==> config.mk <==
export PLATFORM = sky130hd
export DESIGN_NAME = cdcm8_tx_modulator
export DESIGN_NICKNAME = d
export VERILOG_FILES = /design/src/rtl/cdcm8_tx_modulator.sv
export SDC_FILE = /design/constraint.sdc
export NUM_CORES = 1
export LEC_CHECK = 0
export BUFFER_PORTS_ARGS = -buffer_cell sky130_fd_sc_hd__buf_2
export CAP_MARGIN = 25
export CORE_MARGIN = 2
export CORE_UTILIZATION = 28
export DETAILED_ROUTE_END_ITERATION = 8
export SLEW_MARGIN = 40
export SYNTH_ARGS = -nofsm -noshare
export SYNTH_HDL_FRONTEND = slang
export SYNTH_SLANG_ARGS = --single-unit
==> constraint.sdc <==
create_clock -name clkDivIn -period 4.06 [get_ports clkDivIn]
set_clock_uncertainty 0.2 [all_clocks]
set_input_delay 0.203 -clock clkDivIn [delete_from_list [all_inputs] [get_ports clkDivIn]]
set_output_delay 0.203 -clock clkDivIn [all_outputs]
set_load 0.01 [all_outputs]
==> src/rtl/cdcm8_tx_modulator.sv <==
// Byte-to-CDCM-8 waveform modulator feeding the OSERDES TX stage, one word per clkDivIn.
// Define CDCM8_TX_PRBS_EN to add the prbsEn input and a PRBS7 test-pattern mode.
module cdcm8_tx_modulator #(
    parameter int kDevW     = 8,
    parameter int kTrainLen = 16
) (
    input  logic             clkDivIn,
    input  logic             ioReset,
    input  logic [7:0]       dataIn,
    input  logic             validIn,
`ifdef CDCM8_TX_PRBS_EN
    input  logic             prbsEn,
`endif
    output logic             readyOut,
    output logic [kDevW-1:0] dOutToDevice,
    output logic             trainDone
);

    localparam logic [kDevW-1:0] kIdle  = kDevW'(8'hF0);
    localparam logic [kDevW-1:0] kStart = kDevW'(8'hFC);
    localparam logic [kDevW-1:0] kBit1  = kDevW'(8'hF8);
    localparam logic [kDevW-1:0] kBit0  = kDevW'(8'hE0);
    localparam logic [7:0]       kTrainLast = 8'(kTrainLen - 1);

    typedef enum logic [2:0] {
        TRAIN,
        IDLE,
        START,
`ifdef CDCM8_TX_PRBS_EN
        PRBS,
`endif
        SEND
    } state_t;

    state_t     state;
    logic [7:0] trainCnt;
    logic [2:0] bitCnt;
    logic [7:0] shreg;
    logic       accept;
`ifdef CDCM8_TX_PRBS_EN
    logic [6:0] lfsr;
`endif

    assign accept = validIn && readyOut;

    // dOutToDevice carries the word for the state being left at each edge,
    // so a byte accepted at edge N shows START after edge N+1.
    always_ff @(posedge clkDivIn or posedge ioReset) begin
        if (ioReset) begin
            state        <= TRAIN;
            dOutToDevice <= kIdle;
            readyOut     <= 1'b0;
            trainDone    <= 1'b0;
            trainCnt     <= '0;
            bitCnt       <= '0;
            shreg        <= '0;
`ifdef CDCM8_TX_PRBS_EN
            lfsr         <= 7'h7F;
`endif
        end else begin
            case (state)
                TRAIN: begin
                    dOutToDevice <= kIdle;
                    if (trainCnt == kTrainLast) begin
                        state     <= IDLE;
                        trainDone <= 1'b1;
                        readyOut  <= 1'b1;
                    end else begin
                        trainCnt <= trainCnt + 8'd1;
                    end
                end
                IDLE: begin
                    dOutToDevice <= kIdle;
                    if (accept) begin
                        shreg    <= dataIn;
                        state    <= START;
                        readyOut <= 1'b0;
                    end
`ifdef CDCM8_TX_PRBS_EN
                    else if (prbsEn) begin
                        state    <= PRBS;
                        readyOut <= 1'b0;
                    end
`endif
                end
                START: begin
                    dOutToDevice <= kStart;
                    bitCnt       <= '0;
                    state        <= SEND;
                    readyOut     <= 1'b0;
                end
                SEND: begin
                    dOutToDevice <= shreg[7] ? kBit1 : kBit0;
                    shreg        <= {shreg[6:0], 1'b0};
                    bitCnt       <= bitCnt + 3'd1;
                    if (bitCnt == 3'd7) begin
                        // Last bit: a chained byte goes straight to START, no IDLE gap.
                        if (accept) begin
                            shreg    <= dataIn;
                            state    <= START;
                            readyOut <= 1'b0;
                        end else begin
                            state    <= IDLE;
                            readyOut <= 1'b1;
                        end
                    end else begin
                        readyOut <= (bitCnt == 3'd6);
                    end
                end
`ifdef CDCM8_TX_PRBS_EN
                PRBS: begin
                    if (prbsEn) begin
                        dOutToDevice <= lfsr[6] ? kBit1 : kBit0;
                        lfsr         <= {lfsr[5:0], lfsr[6] ^ lfsr[5]};
                    end else begin
                        dOutToDevice <= kIdle;
                        state        <= IDLE;
                        readyOut     <= 1'b1;
                    end
                end
`endif
                default: begin
                    state        <= TRAIN;
                    dOutToDevice <= kIdle;
                    readyOut     <= 1'b0;
                end
            endcase
        end
    end

endmodule

=== After elaboration in Yosys (flattened, before gate mapping) ===
Cells that the tools add are included.

* Bits in registers: 32
* Output and inout port bits: 10
* Word-level logic and storage cells: 45

* Add/sub/neg operators: 2
* Eq/ne operators: 9
* Muxes and demuxes: 17
* Bitwise operators: 1
* Reduce and logical (&&, ||, !) cells: 9

{| class="wikitable"
|+ Operators by type and width
! kind !! number
|-
| $mux W8 || 3
|-
| $pmux W8 S2 || 1
|-
| $pmux W3 S4 || 1
|-
| $pmux W5 S2 || 1
|-
| $mux W3 || 3
|-
| $add A8 B1 Y8 const B || 1
|-
| $eq A8 B4 Y1 const B || 1
|-
| $reduce_and A2 Y1 || 4
|-
| $eq A3 B2 Y1 const B || 2
|-
| $eq A3 B3 Y1 const B || 2
|-
| $ne A2 B2 Y1 const B || 3
|-
| $pmux W3 S2 || 1
|-
| $mux W5 || 1
|-
| $mux W1 || 4
|-
| $reduce_bool A2 Y1 || 2
|-
| $add A3 B1 Y3 const B || 1
|-
| $eq A3 B1 Y1 const B || 1
|-
| $logic_not A3 Y1 || 1
|-
| $pmux W1 S3 || 1
|-
| $reduce_and A3 Y1 || 1
|-
| $mux W2 || 1
|-
| $logic_and A1 B1 Y1 || 1
|-
| $not A1 Y1 || 1
|}

=== Depth between registers and ports, before layout ===
* Word-level depth: 4
* Mapped depth: 6

=== Worst setup path after synthesis ===
Ideal clock, no wire load.

* Kind: register -> register
* Start point: reg state[1]
* End point: reg shreg[2]
* Setup time: 125 ps
* Data arrival time: 1463 ps
* Setup slack: 2272 ps
* Stages on the path, launching flop included: 5
* Buffers on the path: 0
* Period minus slack after synthesis: 1788 ps
* Cells stage by stage: dfrtp_1 inv_1 ha_1 mux2i_4 mux2_2

* Cells in the longest elaborated chain, start to end: 3

{| class="wikitable"
|+ RTL lines
! what !! line !! source
|-
| from (decl) || 35 || <nowiki>state_t state;</nowiki>
|-
| from (signal assigned) || 50 || <nowiki>state <= TRAIN;</nowiki>
|-
| from (signal assigned) || 65 || <nowiki>state <= IDLE;</nowiki>
|-
| from (signal assigned) || 76 || <nowiki>state <= START;</nowiki>
|-
| $eq A3 B1 Y1 or $eq A3 B2 Y1 (tied branches) || 61 || <nowiki>case (state)</nowiki>
|-
| $ne A2 B2 Y1 (no source line) or $reduce_bool A2 Y1 (tied branches) || n/a ||
|-
| $reduce_and A2 Y1 (no source line) || n/a ||
|-
| to (signal assigned) || 75 || <nowiki>shreg <= dataIn;</nowiki>
|-
| to (signal assigned) || 94 || <nowiki>shreg <= {shreg[6:0], 1'b0};</nowiki>
|-
| to (signal assigned) || 99 || <nowiki>shreg <= dataIn;</nowiki>
|-
| to (decl) || 38 || <nowiki>logic [7:0] shreg;</nowiki>
|}

Parallel ways exist; a longest one is shown, timed or not.
A chain may end at the register's enable or synchronous reset.

=== Final worst setup path ===
* Start point: reg bitCnt[1]
* End point: reg shreg[1]

* Cells in the longest elaborated chain, start to end: 3

{| class="wikitable"
|+ RTL lines
! what !! line !! source
|-
| from (decl) || 37 || <nowiki>logic [2:0] bitCnt;</nowiki>
|-
| from (signal assigned) || 95 || <nowiki>bitCnt <= bitCnt + 3'd1;</nowiki>
|-
| $eq A3 B3 Y1 || 96 || <nowiki>if (bitCnt == 3'd7) begin</nowiki>
|-
| $mux W8 || 96 ||
|-
| $pmux W8 S2 || 61 ||
|}

No other way between the ends.

==> summary.md <==
| Metric | Value |
|---|---|
| Top_reg_cell synth | `dfrtp_1` |
| EDFF count, synth | `0` |
| Post-synth top area share | `40.36%` |
| Avg WL per Cell | `12.40 microns` |
| Die ar. | `6148 sq um` |
| Highest Clock Rate | `474.0 MHz` |
| Post-synthesis async set-or-reset flop share | `100.0%` |
| RSZ-0062 raised after global routing | `no` |
| Critical path fanouts, max | `11` |
| Die Span Y | `78.41 microns` |
| Slew margin rel. | `62.69%` |
| Synthesized instance count | `152` |
| Cell taking the most area after synthesis | `dfrtp_1` |
| Top post-synthesis cells by area | `dfrtp_1, ha_1, mux2_2, o211ai_1, nand4_1` |
| Crit. End Element | `flop` |
| Clock transition at the registers of the reported paths | `0.09 ns` |
| Share of layout cells above drive strength 1 | `20.99%` |
| Number of fill cells in the layout | `583` |
| Antenna diode count | `0` |
| Register area share after synthesis | `42.05%` |
| Setup TNS Final | `0 ns` |
| P_leak | `0.0007229 uW` |
| Crit path kind | `reg -> reg` |
| Synth Area per Inst | `10.20 sq um` |
| Gr usage total | `10.22%` |
| YS warnings | `0` |
| Area growth syn-to-layout | `11.06%` |
| DRC viols | `0` |
| Worst-Margin Slew | `0.5588 ns` |
| DR pass1 iterations | `4` |
| Max-Cap Viols | `0` |
| Worst IR drop on VDD | `0.1610 mV` |
| Die W | `78.41 microns` |
| H-tree Lvls | `1` |
| Largest family of logic cells by synthesized area | `simple AND/OR/NAND/NOR gates` |
| Fin nets | `183` |
| Synth Area in XOR/XNOR | `2.825%` |
| Synth Cell Area | `1550 sq um` |
| Vias/cell | `4.667` |
| PD cells | `568.3 nW/um^2` |
| Starting density of the core | `28.50%` |
| Worst Hold Class | `in -> reg` |
| Worst skew pair latency | `0.28 ns` |
| Max-slew violations | `0` |
| CTS sink cnt | `26` |
| Post-route ant nets | `0` |
| CTS Buffer Depth | `2` |
| Adder-Cell Fraction of Synth Area | `7.264%` |
| Final Setup Violations | `0` |
| Worst path arrival time | `2.08 ns` |
| Synthesis-stage register bit count | `26` |
| Iter 0 DRT Violations | `55` |
| Core ar. | `5439 sq um` |
| Distinct cells, synth | `38` |
| Initial antenna violation count | `0` |
| Minimum clock period | `2.110 ns` |
| Multi-input logic area | `817.0 sq um` |
| Cts bufs inserted | `3` |
| Via count | `1092` |
| GPL Wtd Cong | `0.7418` |
| Port bufs | `15` |
| CTS tree | `yes` |
| HPWL after DPL | `2029 microns` |
| GRT overflow | `0` |
| Fin. Hold Viols | `0` |
| Hold Slack | `0.02161 ns` |
| FP Rows | `27` |
| Mux share of post-synthesis cell area | `8.636%` |
| FF/Latch Area | `651.9 sq um` |
| Vias in the first global route | `1100` |
| Post-Route WL | `2901 microns` |
| Worst Setup Start Kind | `flop` |
| Io pins | `21` |
| Root buf cell | `clkbuf_8` |
| Worst Path Required | `4.03 ns` |
| Final Cycle Share | `51.97%` |
| Post-synthesis simple-gate area fraction | `18.24%` |
| Status | `finished clean` |
| Largest net degree at the start of global routing | `28` |
| Synth Area in Compound Gates | `14.37%` |
| First-pass GRT wire length | `5050 microns` |
layer usage:
layer  track usage, %  share of wire (%)  vias to the layer above
li1                 -                  -                      558
met1            13.01                 49                      514
met2            17.07                 47                       16
met3            2.874                3.1                        4
met4            2.632               0.79                        0
met5                0                  0                        -
area by class of cell:
| cell class | count | share of cell area [%] |
|---|---|---|
| timing repair buffer | 16 | 4.942 |
| clock buffer | 4 | 3.198 |
| tap | 72 | 5.233 |
| sequential | 26 | 37.86 |
| inverter | 6 | 1.308 |
| multi-input combinational | 110 | 47.46 |
cell usage in the layout, fill, tap and decap left out, types with 2 or more instances in the layout:
cell type and instances:
inv_1 5, and3b_1 2, nor2b_1 2, nand2_1 11, o211ai_1 10, nand2b_1 9
a21boi_0 2, nor2_1 4, nand4_1 10, nand3_1 3, a21oi_1 5, mux2_1 2
ha_1 8, a21o_1 2, conb_1 5, and3_1 4, buf_2 15, dfrtp_1 25
mux2_2 7, xnor2_1 5, clkbuf_8 4, a31oi_1 3, a211oi_1 2
worst paths after layout:
| check | to | depth (start not counted) | start | slack [ns] |
|---|---|---|---|---|
| min in group asynchronous | shreg[2] | 3 | ioReset | 0.32 |
| setup reg to reg | shreg[1] | 5 | bitCnt[1] | 1.95 |
| hold / removal | shreg[0] | 3 | dataIn[0] | 0.02 |
| max in group asynchronous | readyOut | 3 | ioReset | 2.96 |
| hold reg to reg | trainDone | 1 | trainDone | 0.27 |
| setup / recovery | shreg[1] | 5 | bitCnt[1] | 1.95 |
worst max-delay path, stage by stage, from the launching register on:
cell      delay [ns]
dfrtp_1         0.40
ha_1            0.20
ha_1            0.40
and3_1          0.38
o211ai_1        0.13
mux2_1          0.29
cells by family after synthesis:
| group | count (synthesis) |
|---|---|
| compound gates | 31 |
| xor+xnor | 5 |
| fa+ha+maj | 9 |
| buf+inv | 19 |
| flops | 26 |
| mux | 11 |
| other cells | 2 |
| simple gates | 49 |
flip-flops by register name, summed over array words and instances (netlist names):
register / count
bitCnt: 3
dOutToDevice: 3
readyOut: 1
shreg: 8
state: 2
trainCnt: 8
trainDone: 1
cells in the mapped netlist, types with 2 or more instances:
library cell and n:
dfrtp_1 25, a31oi_1 3, and3_1 4, nand4_1 10
a21oi_1 5, nor2b_1 2, o211ai_1 10, xnor2_1 5
ha_1 9, inv_1 6, buf_4 5, nor2_1 4
buf_2 4, conb_1 2, nand2b_1 9, and3b_1 2
nand3_1 3, a21boi_0 2, clkbuf_1 4, a211oi_1 2
nand2_1 11, mux2_2 7, mux2_1 2, a21o_1 2
where the power goes:
group	internal, uW	switching (uW)
Clock	86.9	85.2
Combinational	200	210
Sequential	341	55.8
Total	628	351
through the flow:
stage	cells	instance area (sq um)	util, %	setup slack [ns]	power (uW)
2_1_floorplan	155	1562	-	2.272	733.2
3_3_place_gp	229	1654	30.41	1.950	813.2
3_5_place_dp	229	1654	30.41	1.930	817.1
4_1_cts	234	1719	31.61	1.924	992.6
5_1_grt	234	1722	31.65	1.804	1060
6_report	234	1722	31.65	1.950	978.4
what timing repair did:
item	in CTS	in global routing
setup endpoints to repair	0	0
setup buffers	0	0
endpoints found under the hold margin	25	0
hold buffers	1	0
resized for setup	0	0
(Power assumes the default switching activity.)
